--- src/rtl/uart_pkg.sv ---
// Shared UART definitions: receiver state encoding, oversampling constants and
// the ASCII command bytes decoded by the mode FSM.
package uart_pkg;

    typedef enum logic [2:0] {
        IDLE,
        START,
        DATA,
        PARITY,
        STOP,
        WAIT_HIGH
    } rxState_t;

    localparam int OVERSAMPLE = 16;
    localparam int SAMPLE_MID = 8;

    // Command bytes shared with the TX mode FSM
    localparam logic [7:0] CMD_M_UPPER = 8'h4D;
    localparam logic [7:0] CMD_M_LOWER = 8'h6D;
    localparam logic [7:0] CMD_F_UPPER = 8'h46;
    localparam logic [7:0] CMD_F_LOWER = 8'h66;
    localparam logic [7:0] CMD_ONE     = 8'h31;
    localparam logic [7:0] CMD_FIVE    = 8'h35;
    localparam logic [7:0] CMD_ALL     = 8'h41;

endpackage

--- src/rtl/uart_baud_tick.sv ---
// Oversample tick generator: counts 0..DIV-1 and pulses tick on wrap.
// Holding restart keeps the phase at zero so the first tick lands DIV clocks later.
module uart_baud_tick #(
    parameter int DIV = 1
) (
    input  logic clk,
    input  logic reset,
    input  logic restart,
    output logic tick
);

    localparam int CW = (DIV > 1) ? $clog2(DIV) : 1;
    localparam logic [CW-1:0] LAST = CW'(DIV - 1);

    logic [CW-1:0] divCnt;

    always_ff @(posedge clk) begin
        if (!reset || restart) begin
            divCnt <= '0;
        end else if (divCnt == LAST) begin
            divCnt <= '0;
        end else begin
            divCnt <= divCnt + 1'b1;
        end
    end

    assign tick = (divCnt == LAST) && !restart;

endmodule

--- src/rtl/uart_rx_cmd.sv ---
// 16x oversampling UART receiver feeding the command/mode FSM (8N1 by default,
// 8E1 with even parity when UART_RX_PARITY_EN is defined).
module uart_rx_cmd
    import uart_pkg::*;
#(
    parameter int CLK_HZ = 50_000_000,
    parameter int BAUD   = 9600,
    parameter int DIV    = ((CLK_HZ / (BAUD * OVERSAMPLE)) < 1) ? 1 : (CLK_HZ / (BAUD * OVERSAMPLE))
) (
    input  logic       clk,
    input  logic       reset,
    input  logic       iRX,
    output logic [7:0] oDATA,
    output logic       oVALID,
    output logic       oFRAME_ERR,
    output logic       oPARITY_ERR,
    output logic       oBUSY
);

    localparam logic [3:0] TICK_EARLY = 4'(SAMPLE_MID - 1);
    localparam logic [3:0] TICK_MID   = 4'(SAMPLE_MID);
    localparam logic [3:0] TICK_LATE  = 4'(SAMPLE_MID + 1);
    localparam logic [3:0] TICK_LAST  = 4'(OVERSAMPLE - 1);

    rxState_t   state;
    logic       rx_p0;
    logic       rx_p1;
    logic [3:0] tickIdx;
    logic [2:0] bitCnt;
    logic [7:0] shiftReg;
    logic       sampEarly;
    logic       sampMid;
    logic       baudTick;
    logic       sTick;
    logic       restartTick;
    logic       maj;
    logic       atResolve;

`ifdef UART_RX_PARITY_EN
    logic       parMismatch;
    logic       parityErr;
    assign oPARITY_ERR = parityErr;
`else
    assign oPARITY_ERR = 1'b0;
`endif

    function automatic logic majority3(input logic a, input logic b, input logic c);
        return (a & b) | (a & c) | (b & c);
    endfunction

    assign restartTick = (state == IDLE);
    assign sTick       = baudTick && (state != IDLE);
    assign maj         = majority3(sampEarly, sampMid, rx_p1);
    assign atResolve   = sTick && (tickIdx == TICK_LATE);
    assign oBUSY       = (state != IDLE);

    uart_baud_tick #(
        .DIV(DIV)
    ) uBaudTick (
        .clk    (clk),
        .reset  (reset),
        .restart(restartTick),
        .tick   (baudTick)
    );

    // Stage p0/p1: two-flop synchronizer, idles high
    always_ff @(posedge clk) begin
        if (!reset) begin
            rx_p0 <= 1'b1;
            rx_p1 <= 1'b1;
        end else begin
            rx_p0 <= iRX;
            rx_p1 <= rx_p0;
        end
    end

    always_ff @(posedge clk) begin
        if (!reset) begin
            state      <= IDLE;
            tickIdx    <= '0;
            bitCnt     <= '0;
            oDATA      <= 8'h00;
            oVALID     <= 1'b0;
            oFRAME_ERR <= 1'b0;
`ifdef UART_RX_PARITY_EN
            parityErr   <= 1'b0;
            parMismatch <= 1'b0;
`endif
        end else begin
            oVALID     <= 1'b0;
            oFRAME_ERR <= 1'b0;
`ifdef UART_RX_PARITY_EN
            parityErr  <= 1'b0;
`endif
            if (sTick) begin
                tickIdx <= tickIdx + 4'd1;
                if (tickIdx == TICK_EARLY) sampEarly <= rx_p1;
                if (tickIdx == TICK_MID)   sampMid   <= rx_p1;
            end

            case (state)
                IDLE: begin
                    tickIdx <= '0;
                    bitCnt  <= '0;
                    if (!rx_p1) state <= START;
                end
                START: begin
                    if (atResolve && maj) begin
                        state <= IDLE;
                    end else if (sTick && tickIdx == TICK_LAST) begin
                        state <= DATA;
                    end
                end
                DATA: begin
                    if (atResolve) shiftReg[bitCnt] <= maj;
                    if (sTick && tickIdx == TICK_LAST) begin
                        if (bitCnt == 3'd7) begin
`ifdef UART_RX_PARITY_EN
                            state <= PARITY;
`else
                            state <= STOP;
`endif
                        end else begin
                            bitCnt <= bitCnt + 3'd1;
                        end
                    end
                end
`ifdef UART_RX_PARITY_EN
                PARITY: begin
                    if (atResolve) parMismatch <= (maj != ^shiftReg);
                    if (sTick && tickIdx == TICK_LAST) state <= STOP;
                end
`endif
                // Resolving mid-stop lets a start bit follow immediately
                STOP: begin
                    if (atResolve) begin
                        if (maj) begin
                            oDATA  <= shiftReg;
                            oVALID <= 1'b1;
`ifdef UART_RX_PARITY_EN
                            parityErr <= parMismatch;
`endif
                            state  <= IDLE;
                        end else begin
                            oFRAME_ERR <= 1'b1;
                            state      <= WAIT_HIGH;
                        end
                    end
                end
                WAIT_HIGH: begin
                    if (rx_p1) state <= IDLE;
                end
                default: state <= IDLE;
            endcase
        end
    end

endmodule

--- config.mk ---
export PLATFORM = sky130hd
export DESIGN_NAME = uart_rx_cmd
export DESIGN_NICKNAME = d
export VERILOG_FILES = /design/src/rtl/uart_pkg.sv /design/src/rtl/uart_baud_tick.sv /design/src/rtl/uart_rx_cmd.sv
export SDC_FILE = /design/constraint.sdc
export NUM_CORES = 1
export LEC_CHECK = 0
export BUFFER_PORTS_ARGS = -buffer_cell sky130_fd_sc_hd__buf_2
export CAP_MARGIN = 40
export CORE_MARGIN = 1.5
export CORE_UTILIZATION = 48
export CTS_BUF_LIST = sky130_fd_sc_hd__clkbuf_8
export DETAILED_ROUTE_END_ITERATION = 7
export PLACE_DENSITY = 0.69
export SLEW_MARGIN = 20
export SYNTH_ARGS = -nofsm -noshare
export SYNTH_HDL_FRONTEND = slang
export SYNTH_SLANG_ARGS = --single-unit
--- constraint.sdc ---
create_clock -name clk -period 1.9 [get_ports clk]
set_input_delay 0.095 -clock clk [delete_from_list [all_inputs] [get_ports clk]]
set_output_delay 0.095 -clock clk [all_outputs]
set_load 0.05 [all_outputs]
==> run summary <==
Max Cap Viol -> 0
Area growth syn-to-layout -> 16.1%
vias per cell -> 5.04
Synth top cells by count -> dfxtp_1 (31), nor2_1 (28), nand2_1 (15)
RR Startpoint -> uBaudTick.divCnt[4]
FILL cells -> 340
clk buf depth -> 2
Synth cell types -> 38
hold depth -> 2
Worst Reg-to-Reg Cells -> 5
Req. time, crit path -> 2.12 ns
number of enable flip-flop cells after synthesis -> 10
CTS tree -> yes
leading area contributor after synthesis -> dfxtp_1
reg2reg end -> state[0]
Post-DRT Antenna Nets -> 0
Final Slew Violations -> 0
Setup Total Neg Slack -> 0 ns
hold endpoint -> rx_p0
Setup Buffers After CTS -> 0
Post-Synth XOR/XNOR Area -> 4.69%
Seq cells post-synth -> 41
Total Routed Length -> 3170 um
post-synthesis sequential area ratio -> 49.3%
fin nets -> 219
first-pass GRT wire length -> 5480 um
synthesized area -> 1870 um2
critical path capture point type -> register
minimum clock period -> 1.83 ns
PD cells -> 847 nW/um2
Die Ht -> 65.4 um
worst hold start -> reset
TritonCTS buffer count -> 5
Mean Syn Cell Area -> 10.1 um2
Vias -> 1300
ys flop type -> dfxtp_1
Root Buffer Master -> clkbuf_8
syn_nets -> 195
Tot GR Track Use -> 16.9%
fmax -> 547 MHz
largest net degree at the start of global routing -> 27
WP data arrival -> 2.05 ns
Static Leak -> 0.000796 uW
Worst-Skew Late Latency -> 0.29 ns
Synth Area in Simple Gates -> 27.0%
setup slack at placement -> 0.00820 ns
Pre-Repair DR Iteration Count -> 4
grt ovf -> 0
HPWL after detailed placement -> 2300 um
DR WL/cell -> 12.3 um
fraction of final layout cells sized beyond drive strength 1 -> 20.5%
startpoint types -> register
mux contribution to synthesized area -> 5.89%
core area -> 3690 um2
part of the cycle the worst path needs -> 96.3%
initial DRC count -> 65
H-tree levels -> 2
die width -> 65.4 um
Compound-Gate Fraction of Synth Area -> 4.89%
Starting Density -> 50.6%
Buffers on Ports -> 13
area share of fa/ha/maj cells after synthesis -> 5.22%
slack of the critical path -> 0.0706 ns
main combinational cell family by area after synthesis -> simple AND/OR/NAND/NOR gates
number of remaining DRC errors -> 0
Hold Vio Cnt, Final -> 0
maximum fanout along the worst path -> 4
Setup-failing EPs final -> 0
GPL Wtd Cong -> 0.824
IO Count -> 15
Synth top area share -> 33.2%
synth warn -> 0
Setup CP Type -> reg2reg
vias in the first global route -> 1289
die area -> 4280 um2
Peak VDD IR -> 374 uV
FP Rows -> 22
Num Clock Sinks -> 41
asr flop ratio synth -> 0%
FF-to-FF setup slack -> 0.07 ns
most common cell in the netlist -> dfxtp_1
Gate Count Post-Synth -> 185
antenna violations before repair -> 0
Clock Skew -> 0.00943 ns
RSZ-0062 raised after global routing -> no
Tightest Hold Check Type -> in2reg
Inserted Diodes -> 0
clock slew at reported path FFs -> 0.07 ns
ranking of synthesized cells by area -> dfxtp_1 (33%), edfxtp_1 (16%), mux2i_1 (5.9%)
outcome -> completed
-- power breakdown --
group,total [uW],internal [uW],switching [uW],leakage (uW)
Combinational,250,106,144,0.000407
Clock,673,384,288,0.0000593
Sequential,914,905,9.17,0.000330
-- kinds of logic (layout without fill, tap and decap cells) --
family / after synthesis / after routing
AND/OR/NAND/NOR: 92 / 92
flip-flops: 41 / 41
buffers and inverters: 12 / 37
multiplexers: 11 / 11
AO/OA/AOI/OAI: 10 / 10
XOR/XNOR: 10 / 10
adder cells (fa/ha/maj): 8 / 8
other: 1 / 1
-- layout by cell type (no fill, tap or decap), drive strengths merged, types with 2 or more instances in the layout --
cell    instances
dfxtp          31
nor2           29
buf            23
nand2          15
mux2i          11
edfxtp         10
nand2b          8
nor2b           8
xor2            8
ha              7
inv             6
nand3           6
clkbuf          5
nor3            5
nand4           4
o22ai           3
nand4b          2
nand3b          2
or2             2
and2            2
xnor2           2
a21oi           2
nor4            2
and3            2
-- registers in the layout (all words and copies together) (netlist names) --
signal,count
bitCnt,3
rx_p1,1
uBaudTick.divCnt,9
state,3
sampEarly,1
tickIdx,4
rx_p0,1
oDATA,8
shiftReg,8
sampMid,1
oVALID,1
oFRAME_ERR,1
-- routing by layer --
layer / vias up / part of all wire, % / wire length, um / track usage (%)
met5: - / 0 / 0 / 0
met4: 0 / 1.2 / 38 / 7.29
met3: 4 / 3.5 / 110 / 5.65
met2: 19 / 51 / 1620 / 30.0
met1: 598 / 44 / 1400 / 18.3
li1: 679 / - / - / -
-- through the flow --
step	hold WS [ns]	util (%)	cells	total power [uW]	instance area (um2)
2_1_floorplan	0.196	-	185	1120	1870
3_3_place_gp	0.277	55.2	249	1170	2030
3_5_place_dp	0.284	55.2	249	1180	2030
4_1_cts	0.176	58.3	258	1860	2150
5_1_grt	0.201	58.8	258	1910	2170
6_report	0.177	58.8	258	1840	2170
-- worst max-delay path, cell delays in order (launching register included) --
cell	delay, ns
dfxtp_1	0.33
or4b_4	0.59
nor3_2	0.18
nor2_1	0.08
a2111oi_4	0.34
mux2i_1	0.23
-- how the worst max path moves through the flow --
stage                                    from  endpoint  slack (ns)  cells after the start
after floorplan           uBaudTick.divCnt[0]  state[0]        0.06                      7
after global placement    uBaudTick.divCnt[4]  state[2]        0.08                      5
after detailed placement  uBaudTick.divCnt[4]  state[0]       0.008                      5
after CTS                 uBaudTick.divCnt[4]  state[0]        0.02                      5
after global routing      uBaudTick.divCnt[4]  state[0]       0.002                      5
final                     uBaudTick.divCnt[4]  state[0]        0.07                      5
-- cell type report --
type	instances	area, um2	share of cell area, %
Clock buffer	5	68.8	3.17
Clock inverter	3	38.8	1.79
Inverter	5	18.8	0.866
Multi-Input combinational cell	132	911	42.0
Sequential cell	41	921	42.5
Tap cell	48	60.1	2.77
Timing Repair Buffer	24	150	6.92
-- what timing repair did --
item / in CTS / in global routing
pin swaps: 1 / 0
hold buffers: 1 / 0
hold endpoints to repair: 1 / 0
endpoints found under the setup margin: 1 / 10
gates resized for setup: 0 / 4
No activity file was read; power rests on OpenSTA's default activity.
